`src/rtl/uart_rx_if.sv`:
```
// Received-byte valid/ready holding-register bus between the UART receiver and its consumer.
interface uart_rx_if #(
  parameter int DATA_BITS = 8
);
  logic [DATA_BITS-1:0] rx_data;
  logic                 rx_valid;
  logic                 rx_ready;

  modport master (
    output rx_data,
    output rx_valid,
    input  rx_ready
  );

  modport slave (
    input  rx_data,
    input  rx_valid,
    output rx_ready
  );
endinterface

```
`src/rtl/uart_rx.sv`:
```
// 8N1 UART receiver on an external oversampling tick; byte valid the clk after the stop-bit sample.
// No backpressure on the line: an unconsumed byte is overwritten and overrun pulses.
module uart_rx #(
  parameter int DATA_BITS  = 8,
  parameter int OVERSAMPLE = 16
) (
  input  logic      clk,
  input  logic      reset,
  input  logic      sample_tick,
  input  logic      rx,
  uart_rx_if.master bus,
  output logic      busy,
  output logic      frame_err,
  output logic      overrun
);

  localparam int TW = $clog2(OVERSAMPLE);
  localparam int BW = $clog2(DATA_BITS);

  localparam logic [TW-1:0] TICK_MID  = TW'(OVERSAMPLE / 2 - 1);
  localparam logic [TW-1:0] TICK_LAST = TW'(OVERSAMPLE - 1);
  localparam logic [BW-1:0] BIT_LAST  = BW'(DATA_BITS - 1);

  localparam logic [2:0] IDLE  = 3'd0;
  localparam logic [2:0] START = 3'd1;
  localparam logic [2:0] DATA  = 3'd2;
  localparam logic [2:0] STOP  = 3'd3;
  localparam logic [2:0] BREAK = 3'd4;

  logic [2:0]           state;
  logic [TW-1:0]        tick_cnt;
  logic [BW-1:0]        bit_cnt;
  logic [DATA_BITS-1:0] shreg;
  logic                 rx_meta;
  logic                 rx_s;

  // Synchroniser resets to the idle (high) line level so reset never looks like a start bit.
  always_ff @(posedge clk) begin
    if (!reset) begin
      rx_meta <= 1'b1;
      rx_s    <= 1'b1;
    end else begin
      rx_meta <= rx;
      rx_s    <= rx_meta;
    end
  end

  always_ff @(posedge clk) begin
    if (!reset) begin
      state        <= IDLE;
      tick_cnt     <= '0;
      bit_cnt      <= '0;
      shreg        <= '0;
      bus.rx_data  <= '0;
      bus.rx_valid <= 1'b0;
      frame_err    <= 1'b0;
      overrun      <= 1'b0;
    end else begin
      frame_err <= 1'b0;
      overrun   <= 1'b0;

      if (bus.rx_valid && bus.rx_ready) begin
        bus.rx_valid <= 1'b0;
      end

      if (sample_tick) begin
        case (state)
          IDLE: begin
            if (!rx_s) begin
              state    <= START;
              tick_cnt <= '0;
            end
          end

          START: begin
            if (tick_cnt == TICK_MID) begin
              tick_cnt <= '0;
              if (!rx_s) begin
                state   <= DATA;
                bit_cnt <= '0;
              end else begin
                state <= IDLE;
              end
            end else begin
              tick_cnt <= tick_cnt + TW'(1);
            end
          end

          DATA: begin
            if (tick_cnt == TICK_LAST) begin
              tick_cnt <= '0;
              shreg    <= {rx_s, shreg[DATA_BITS-1:1]};
              if (bit_cnt == BIT_LAST) begin
                state <= STOP;
              end else begin
                bit_cnt <= bit_cnt + BW'(1);
              end
            end else begin
              tick_cnt <= tick_cnt + TW'(1);
            end
          end

          STOP: begin
            if (tick_cnt == TICK_LAST) begin
              tick_cnt <= '0;
              if (rx_s) begin
                // A new byte wins over a same-cycle accept; overrun only if nobody took the old one.
                bus.rx_data  <= shreg;
                bus.rx_valid <= 1'b1;
                overrun      <= bus.rx_valid & ~bus.rx_ready;
                state        <= IDLE;
              end else begin
                frame_err <= 1'b1;
                state     <= BREAK;
              end
            end else begin
              tick_cnt <= tick_cnt + TW'(1);
            end
          end

          BREAK: begin
            if (rx_s) begin
              state <= IDLE;
            end
          end

          default: begin
            state <= IDLE;
          end
        endcase
      end
    end
  end

  assign busy = (state != IDLE);

endmodule

```
`src/flat_wrapper.sv`:
```
// flat-port wrapper written by rule: the top's interface ports become plain ports
module uart_rx_flat 
#(
  parameter int DATA_BITS  = 8,
  parameter int OVERSAMPLE = 16
)
  (clk, reset, sample_tick, rx, busy, frame_err, overrun, bus_rx_data, bus_rx_valid, bus_rx_ready);
  uart_rx_if #(.DATA_BITS(DATA_BITS)) bus_i ();
  input  logic clk;
  input  logic reset;
  input  logic sample_tick;
  input  logic rx;
  output logic busy;
  output logic frame_err;
  output logic overrun;
  output wire logic [$bits(bus_i.rx_data)-1:0] bus_rx_data;
  output wire logic [$bits(bus_i.rx_valid)-1:0] bus_rx_valid;
  input wire logic [$bits(bus_i.rx_ready)-1:0] bus_rx_ready;
  assign bus_rx_data = bus_i.rx_data;
  assign bus_rx_valid = bus_i.rx_valid;
  assign bus_i.rx_ready = bus_rx_ready;
  uart_rx #(.DATA_BITS(DATA_BITS), .OVERSAMPLE(OVERSAMPLE)) u_core (.clk(clk), .reset(reset), .sample_tick(sample_tick), .rx(rx), .bus(bus_i), .busy(busy), .frame_err(frame_err), .overrun(overrun));
endmodule
```
`config.mk`:
```
export PLATFORM = sky130hd
export DESIGN_NAME = uart_rx_flat
export DESIGN_NICKNAME = d
export VERILOG_FILES = /design/src/rtl/uart_rx_if.sv /design/src/rtl/uart_rx.sv /design/src/flat_wrapper.sv
export SDC_FILE = /design/constraint.sdc
export NUM_CORES = 1
export LEC_CHECK = 0
export BUFFER_PORTS_ARGS = -buffer_cell sky130_fd_sc_hd__buf_2
export CAP_MARGIN = 10
export CORE_ASPECT_RATIO = 1.5
export CORE_MARGIN = 2
export CORE_UTILIZATION = 50
export CTS_CLUSTER_SIZE = 8
export DETAILED_ROUTE_END_ITERATION = 8
export PLACE_DENSITY_LB_ADDON = 0.25
export SLEW_MARGIN = 25
export SYNTH_ARGS = -nofsm -noshare
export SYNTH_HDL_FRONTEND = slang
export SYNTH_SLANG_ARGS = --single-unit
```
`constraint.sdc`:
```
create_clock -name clk -period 1.3 [get_ports clk]
set_input_delay 0.065 -clock clk [delete_from_list [all_inputs] [get_ports clk]]
set_output_delay 0.065 -clock clk [all_outputs]
set_load 0.03 [all_outputs]
```
; ---- After elaboration in Yosys (flattened, before gate mapping)
; Index checks and enable logic that the tools add are counted.
; Widths: inputs -> output; s select.
[word_totals]
register_bits = 31
[classes]
addsub = 2
n_eq_ne = 15
muxes = 24
bitwise_logic = 2
reduce_logical = 13
[op_table]
columns = cell, count
row1 = $mux 3, 11
row2 = $pmux 3 s5, 1
row3 = $mux 4, 3
row4 = $pmux 4 s3, 1
row5 = $ne 2x1->1 const B, 5
row6 = $reduce_and 4->1, 2
row7 = $reduce_and 7->1, 1
row8 = $eq 3x2->1 const B, 2
row9 = $eq 3x3->1 const B, 2
row10 = $mux 1, 6
row11 = $ne 2x2->1 const B, 3
row12 = $pmux 3 s2, 1
row13 = $reduce_and 3->1, 2
row14 = $reduce_and 6->1, 1
row15 = $reduce_bool 3->1, 2
row16 = $reduce_and 5->1, 1
row17 = $add 4x1->4 const B, 1
row18 = $eq 4x3->1 const B, 1
row19 = $eq 4x4->1 const B, 1
row20 = $add 3x1->3 const B, 1
row21 = $eq 3x1->1 const B, 1
row22 = $logic_not 3->1, 1
row23 = $mux 2, 1
row24 = $reduce_bool 2->1, 1
row25 = 4 further kinds, 4

; ---- Depth between registers and ports, before layout
; Gate-level depths: netlist of the first run.
[logic_depth]
depth_word = 6
ltp_mapped = 6
mapped_depth_nobuf = 6

; ---- Least setup slack after synthesis of the first run
; No wires, ideal clock.
[synth_path]
path_kind = reg-to-reg
from = register u_core.tick_cnt[0]
to = register u_core.shreg[0]
arrival_ns = 1.321
required_time_ns = 1.184
slack_ns = -0.137
path_stages_with_launch = 7
n_path_buf = 1
path_cell_list = dfxtp_1 > ha_1 > and3_1 > and3_1 > buf_6 > mux2i_1 > nor2b_1
[synth_via]
elab_chain_cells = 2
[synth_rtl]
columns = element, line_no
row1 = start: declaration, uart_rx.sv:31  ; logic [TW-1:0] tick_cnt;
row2 = start signal: assignment, uart_rx.sv:85  ; tick_cnt <= tick_cnt + TW'(1);
row3 = start signal: assignment, uart_rx.sv:99  ; tick_cnt <= tick_cnt + TW'(1);
row4 = start signal: assignment, uart_rx.sv:117  ; tick_cnt <= tick_cnt + TW'(1);
row5 = $eq 4x4->1, uart_rx.sv:90  ; if (tick_cnt == TICK_LAST) begin
row6 = $reduce_and 3->1 (no line), n/a
row7 = end signal: assignment, uart_rx.sv:92  ; shreg <= {rx_s, shreg[DATA_BITS-1:1]};
row8 = end: declaration, uart_rx.sv:33  ; logic [DATA_BITS-1:0] shreg;
; No other way between the ends.
; A chain may end at the register's enable or synchronous reset.

; ---- Worst setup path in the final report of the first run
[layout_path]
from = register u_core.tick_cnt[1]
to = register u_core.bus.rx_data[3]
[layout_via]
elab_chain_cells = 2
[layout_rtl]
columns = element, line_no
row1 = $eq 4x4->1, uart_rx.sv:104  ; if (tick_cnt == TICK_LAST) begin
row2 = $reduce_and 4->1 (no line), n/a
row3 = end signal: assignment, uart_rx.sv:108  ; bus.rx_data <= shreg;
row4 = end: declaration, uart_rx_if.sv:10  ; output rx_data,
; No other way between the ends.

==> out/qor.csv, run 1 <==
stage;metric;value;unit
worst_setup_path;cp-start-kind;flop;
logic_synthesis;synth_edf_count;0;
timing;finalSetupViolCount;20;
route;drc;0;
route;drt_iter0_drc;24;
layout;area_growth;32.1;%
logic_synthesis;ys_seq_area_share;42.5;%
layout;layout.cells.non_filler;219;
worst_setup_path;crit_type;reg -> reg;
route;drt_wl_total;3.14;mm
outcome;status;finished, violations left;
clocking;clock_latency;0.29;ns
global_routing;grt-ovfl-total;0;
logic_synthesis;async_flop_share;0;%
die;rows;24;
route;post_drt_wl_per_cell;14.4;um
logic_synthesis;synth_top_area_share;42.5;%
power_and_ir_drop;p_int;1370;uW
placed_design;dpl.hpwl;2.18;mm
logic_synthesis;yosysUniqueCellTypes;44;
route;num_vias;1145;
layout;final_common_cell;dfxtp_1;
logic_synthesis;netlist_area;1460;um^2
worst_setup_path;worstPathRequired;1.47;ns
timing;fin_crit_sh;109;%
layout;antenna_cells;0;
timing;min_period;1.41;ns
die;die_x;48.1;um
global_routing;grt_pass1_wl;5.00;mm
global_routing;grt_pass1_vias;1169;
timing;setup_tns;-1.54;ns
min_path;hold_path.class;in -> reg;
layout;mostFrequentLayoutCells;24 x dfxtp_1, 21 x nor2b_1, 20 x mux2i_1;
clocking;cts_tree;done;
timing;finalClockSkew;0.00677;ns
timing;max-slew-margin-rel;75.8;%
placed_design;gp_congestion;0.883;
layout;fin_util;67.7;%
die;design.core.area;2850;um^2
worst_setup_path;cp.arrival;1.59;ns
worst_setup_path;end_kind;flop;
clocking;clock-sinks;31;
timing;rsz0062_at_grt;yes;
power_and_ir_drop;power_density;912;nW/um^2
clocking;clk_path_buf_depth;2;
clocking;clkTransAtPathRegs;0.07;ns
die;die_area;3380;um^2
clocking;htreeDepth;2;
logic_synthesis;synthTopCellsByArea;dfxtp_1 42%, mux2i_1 14%, nor2b_1 9.0%, ha_1 2.6%, buf_6 2.3%;
placed_design;port_buffers;16;
global_routing;grt_antenna_before_repair;0;
power_and_ir_drop;p_leak;0.000800;uW
timing;fin_ws;-0.113;ns
logic_synthesis;yosys_warnings;0;
route;ant_nets;0;
power_and_ir_drop;peakVddDrop;0.945;mV
power_and_ir_drop;p_clk_share;41.1;%
outcome;failed_checks;setup timing;
power_and_ir_drop;swShare;22.4;%
global_routing;grt_max_degree;25;
logic_synthesis;synth.largest_area_cell;dfxtp_1;
layout;final_net_count;187;
logic_synthesis;synthFlopType;dfxtp_1;
die;die_h;70.2;um
route;via_per_inst;5.23;
timing;maxSlewViolCount;0;
clocking;cts-root-buf;clkbuf_8;
logic_synthesis;yosys_register_bits;31;
layout;drive_gt1_share;40.6;%
logic_synthesis;netlist_instances;144;
die;initial_core_util;51.2;%
clocking;cts_buffers;5;
job;cap_violations;0;
power_and_ir_drop;p_switching;394;uW
route;firstDrtPassIters;4;
global_routing;grt.total_usage;20.7;%
power_and_ir_drop;seqPwrFrac;54.1;%
logic_synthesis;avgSynthCellArea;10.1;um^2
die;ios;17;
timing;worstMarginPinSlew;0.363;ns
power_and_ir_drop;pwr-share-comb;4.8;%
timing;max_freq;708;MHz
placed_design;placed_cells;208;
timing;hold_viol;0;
worst_setup_path;path_max_fanout;9;
logic_synthesis;synth_fp_nets;152;
layout;fillerInstances;229;
metrics by stage:
stage	hold slack [ns]	cell area (um^2)	setup slack (ns)	power [uW]
floorplan	0.138	1530	-0.0281	1020
global placement	0.246	1750	-0.0665	1050
detailed placement	0.254	1750	-0.115	1050
CTS	0.0422	1850	-0.118	1780
global route	0.0789	1930	-0.214	1830
finish	0.0482	1930	-0.113	1760
registers in the layout, indices dropped and copies added, names as in the netlist:
| signal | count |
|---|---|
| u_core.rx_s | 1 |
| u_core.shreg | 8 |
| u_core.bit_cnt | 3 |
| u_core.bus.rx_valid | 1 |
| u_core.rx_meta | 1 |
| u_core.frame_err | 1 |
| u_core.overrun | 1 |
| u_core.state | 3 |
| u_core.bus.rx_data | 8 |
| u_core.tick_cnt | 4 |
layout make-up:
class,count,area (um^2),area share [%]
clock buffers,7,76.3,3.95
multi-input cells,100,871,45.1
inverters,2,10.0,0.518
well taps,39,48.8,2.53
flip-flops and latches,31,634,32.9
clock inverters,1,5.00,0.259
repair buffers,39,285,14.8
per-layer routing:
| layer | GRT usage, % | vias to the layer above | wire length, um |
|---|---|---|---|
| met2 | 33.0 | 18 | 1760 |
| met1 | 22.4 | 544 | 1220 |
| met4 | 12.6 | 0 | 84 |
| met3 | 5.68 | 9 | 79 |
| li1 | - | 574 | - |
| met5 | 0 | - | 0 |
worst max-delay path, stage by stage (launching register included):
cell and delay, ns:
dfxtp_2 0.36, ha_4 0.15, and4_4 0.23, nand4_1 0.15
buf_12 0.19, mux2i_1 0.15, nor2b_1 0.06
power by group through the flow:
| stage | clock, uW | combinational [uW] | sequential [uW] |
|---|---|---|---|
| after floorplan | 0 | 46.0 | 977 |
| after global placement | 0 | 69.6 | 978 |
| after detailed placement | 0 | 70.6 | 978 |
| after CTS | 744 | 76.7 | 957 |
| after global routing | 785 | 91.1 | 953 |
| final | 723 | 84.8 | 953 |
worst paths after layout:
check	slack (ns)	cells past startpoint	endpoint	from
max reg2reg	-0.11	6	u_core.bus.rx_data[3]$_SDFFE_PN0P_	u_core.tick_cnt[1]$_SDFFE_PN0P_
max	-0.11	6	u_core.bus.rx_data[3]$_SDFFE_PN0P_	u_core.tick_cnt[1]$_SDFFE_PN0P_
min reg2reg	0.40	1	u_core.rx_s$_SDFF_PN1_	u_core.rx_meta$_SDFF_PN1_
min	0.05	3	u_core.overrun$_SDFF_PN0_	bus_rx_ready
cell usage after synthesis (2+ instances only):
library cell  count
buf_2             2
buf_6             3
a22oi_1           3
and3_1            2
nor3b_2           2
a21boi_1          2
mux2i_1          20
clkbuf_1          3
nand3_1           5
nor2_1            5
buf_4             3
dfxtp_1          31
nand2_1           8
nor2b_1          21
ha_1              3
nand2b_1          3
logic make-up after synthesis:
kind of cell	count (synthesis)	synth area share [%]
compound gates	20	11.9
xor+xnor	1	0.599
fa+ha+maj	3	2.57
buf+inv	13	5.99
flops	31	42.5
mux	20	13.7
simple gates	56	22.8
repair_timing:
item                                    CTS  global route
resized for setup                         8            17
pin swaps                                 2             4
hold endpoints to repair                  1             0
hold buffers                              1             0
endpoints found under the setup margin   22            28
cloned                                    0             0
setup buffers                             2             1
Note: power is estimated with default switching activity, not from simulation.
==> run 2, diff against run 1 <==
--- a/config.mk
+++ b/config.mk
@@ -13,6 +13,7 @@
 export CTS_CLUSTER_SIZE = 8
 export DETAILED_ROUTE_END_ITERATION = 8
 export PLACE_DENSITY_LB_ADDON = 0.25
+export RECOVER_POWER = 100
 export SLEW_MARGIN = 25
 export SYNTH_ARGS = -nofsm -noshare
 export SYNTH_HDL_FRONTEND = slang
==> run 2 against run 1 <==
Compared with the run above: die area unchanged; worst setup slack about the same; clock power about the same; largest power group unchanged; the flow still finishes with violations (setup timing); highest routed layer unchanged.
==> out/qor.csv, run 2 (synthesized netlist as in run 1, its figures left out) <==
stage;metric;value;unit;change
worst_setup_path;cp.arrival;1.58;ns;about the same
min_path;hold_path.class;in -> reg;;
placed_design;gp_congestion;0.883;;unchanged
layout;top_regs;u_core.bus.rx_data (8), u_core.shreg (8), u_core.tick_cnt (4);;
worst_setup_path;crit_type;reg -> reg;;
outcome;status;finished, violations left;;
clocking;cts_buffers;5;;unchanged
die;rows;24;;unchanged
die;die_h;70.2;um;unchanged
clocking;cts_tree;done;;
min_path;whs_endpoint;u_core.overrun$_SDFF_PN0_;;
clocking;clkTransAtPathRegs;0.07;ns;about the same
power_and_ir_drop;p_leak;0.000748;uW;-6.5%
die;die_x;48.1;um;unchanged
layout;final_net_count;187;;unchanged
placed_design;dp_slack;-0.115;ns;unchanged
route;ant_nets;0;;unchanged
job;cap_violations;0;;unchanged
outcome;failed_checks;setup timing;;
timing;fin_ws;-0.113;ns;+0.000133 ns
route;drt_iter0_drc;18;;-25%
placed_design;port_buffers;16;;unchanged
die;die_area;3380;um^2;unchanged
worst_setup_path;rr_endpoint;u_core.bus.rx_data[3]$_SDFFE_PN0P_;;
layout;antenna_cells;0;;unchanged
layout;final_common_cell;dfxtp_1;;
timing;hold_viol;0;;unchanged
global_routing;use_met3;5.68;%;unchanged
route;num_vias;1148;;+0.26%
route;post_drt_wl_per_cell;14.4;um;about the same
layout;area_growth;30.7;%;
placed_design;dpl.hpwl;2.18;mm;unchanged
global_routing;gr-usage-met1;22.4;%;unchanged
min_path;hp-start;bus_rx_ready;;
worst_setup_path;worstPathRequired;1.47;ns;about the same
worst_setup_path;critPathBufInv;1;;unchanged
worst_setup_path;cp-start-kind;flop;;
power_and_ir_drop;peakVddDrop;0.945;mV;about the same
global_routing;grt_max_degree;25;;unchanged
timing;fin_crit_sh;109;%;about the same
worst_setup_path;rr_startpoint;u_core.tick_cnt[1]$_SDFFE_PN0P_;;
worst_setup_path;slowest_stage;dfxtp_2;;
worst_setup_path;reg2reg_slack;-0.11;ns;about the same
route;drt_wl_total;3.15;mm;about the same
worst_setup_path;end_kind;flop;;
clocking;clk_path_buf_depth;2;;unchanged
timing;finalSetupViolCount;20;;unchanged
global_routing;grt_pass1_wl;5.00;mm;unchanged
timing;rsz0062_at_grt;yes;;
global_routing;grt_antenna_before_repair;0;;unchanged
timing;worstMarginPinSlew;0.874;ns;+0.511 ns
clocking;clock_latency;0.28;ns;about the same
route;firstDrtPassIters;4;;unchanged
die;initial_core_util;51.2;%;unchanged
global_routing;grtUsageMet2;33.0;%;unchanged
timing;setup_tns;-1.54;ns;+0.00466 ns
layout;mostFrequentLayoutCells;24 x dfxtp_1, 21 x nor2b_1, 20 x mux2i_1;;
global_routing;grt_pass1_vias;1169;;unchanged
die;ios;17;;unchanged
worst_setup_path;cpPeakStageDelay;0.36;ns;about the same
route;via_per_inst;5.24;;+0.26%
clocking;htreeDepth;2;;unchanged
timing;finalClockSkew;0.00702;ns;+0.000242 ns
worst_setup_path;cp_top_family;simple AND/OR/NAND/NOR gates;;
global_routing;grt-ovfl-total;0;;unchanged
min_path;holdPathStages;3;;unchanged
route;drc;0;;unchanged
timing;min_period;1.41;ns;-0.000133 ns
layout;fillerInstances;237;;+3.5%
timing;maxSlewViolCount;0;;unchanged
global_routing;busiest_layer;met2;;
worst_setup_path;reg2regPathDepth;6;;unchanged
timing;max-slew-margin-rel;41.7;%;-34 points
timing;max_freq;708;MHz;about the same
global_routing;grt.total_usage;20.7;%;unchanged
worst_setup_path;path_max_fanout;9;;unchanged
worst_setup_path;crit_chain;ha_4 > and4_4 > nand4_1 > buf_12 > mux2i_1 > nor2b_1;;
die;design.core.area;2850;um^2;unchanged
layout;drive_gt1_share;33.9;%;-6.7 points
power_and_ir_drop;power_density;921;nW/um^2;+1.0%
clocking;cts-root-buf;clkbuf_8;;
clocking;clock-sinks;31;;unchanged
==> run 2: changes by cell type in the layout (fill, tap and decap cells not counted), sizes merged <==
cell and delta:
buf -13, clkbuf +13
==> run 2: worst max-delay path by stage <==
| stage | from | to | slack (ns) | cells past startpoint |
|---|---|---|---|---|
| 2_1_floorplan | u_core.tick_cnt[1]$_SDFFE_PN0P_ | u_core.shreg[0]$_SDFFE_PN0P_ | -0.03 | 6 |
| 3_3_place_gp | u_core.tick_cnt[1]$_SDFFE_PN0P_ | u_core.bus.rx_data[4]$_SDFFE_PN0P_ | -0.07 | 6 |
| 3_5_place_dp | u_core.tick_cnt[1]$_SDFFE_PN0P_ | u_core.bus.rx_data[3]$_SDFFE_PN0P_ | -0.11 | 6 |
| 4_1_cts | u_core.tick_cnt[1]$_SDFFE_PN0P_ | u_core.bus.rx_data[3]$_SDFFE_PN0P_ | -0.12 | 6 |
| 5_1_grt | u_core.tick_cnt[1]$_SDFFE_PN0P_ | u_core.bus.rx_data[3]$_SDFFE_PN0P_ | -0.21 | 6 |
| 6_report | u_core.tick_cnt[1]$_SDFFE_PN0P_ | u_core.bus.rx_data[3]$_SDFFE_PN0P_ | -0.11 | 6 |
==> run 2: layer usage <==
layer / vias up / routed length [um]
li1: 574 / -
met1: 545 / 1210
met2: 20 / 1750
met3: 9 / 93
met4: 0 / 84
met5: - / 0
==> run 2: cell type report <==
| cell class | count | area [um^2] | share of cell area, % |
|---|---|---|---|
| well taps | 39 | 48.8 | 2.56 |
| repair buffers | 39 | 264 | 13.8 |
| multi-input cells | 100 | 871 | 45.6 |
| clock buffers | 7 | 76.3 | 4.00 |
| inverters | 2 | 10.0 | 0.524 |
| flip-flops and latches | 31 | 634 | 33.2 |
| clock inverters | 1 | 5.00 | 0.262 |
==> run 2: what timing repair did <==
action,CTS,global route
setup buffers,2,1
pin swaps,2,4
gates resized for setup,8,17
endpoints found under the hold margin,1,0
setup endpoints to repair,22,28
hold buffers,1,0
==> run 2: report_power, final <==
group,switching (uW),internal (uW)
clock,348,375
sequential,2.97,950
combinational,42.6,40.3
total,394,1370
==> run 2: tightest hold or removal path, stage by stage <==
cell and delay [ns]:
buf_2 0.07, nand2b_1 0.11, nor3_1 0.05
==> run 2: stage by stage <==
stage	hold WS, ns	util, %	total power (uW)	cell area [um^2]	instances
after floorplan	0.138	-	1020	1530	144
after global placement	0.246	61.3	1050	1750	208
after detailed placement	0.254	61.3	1050	1750	208
after CTS	0.0422	65.0	1780	1850	218
after global routing	0.0789	66.9	1830	1910	219
final	0.0494	66.9	1760	1910	219
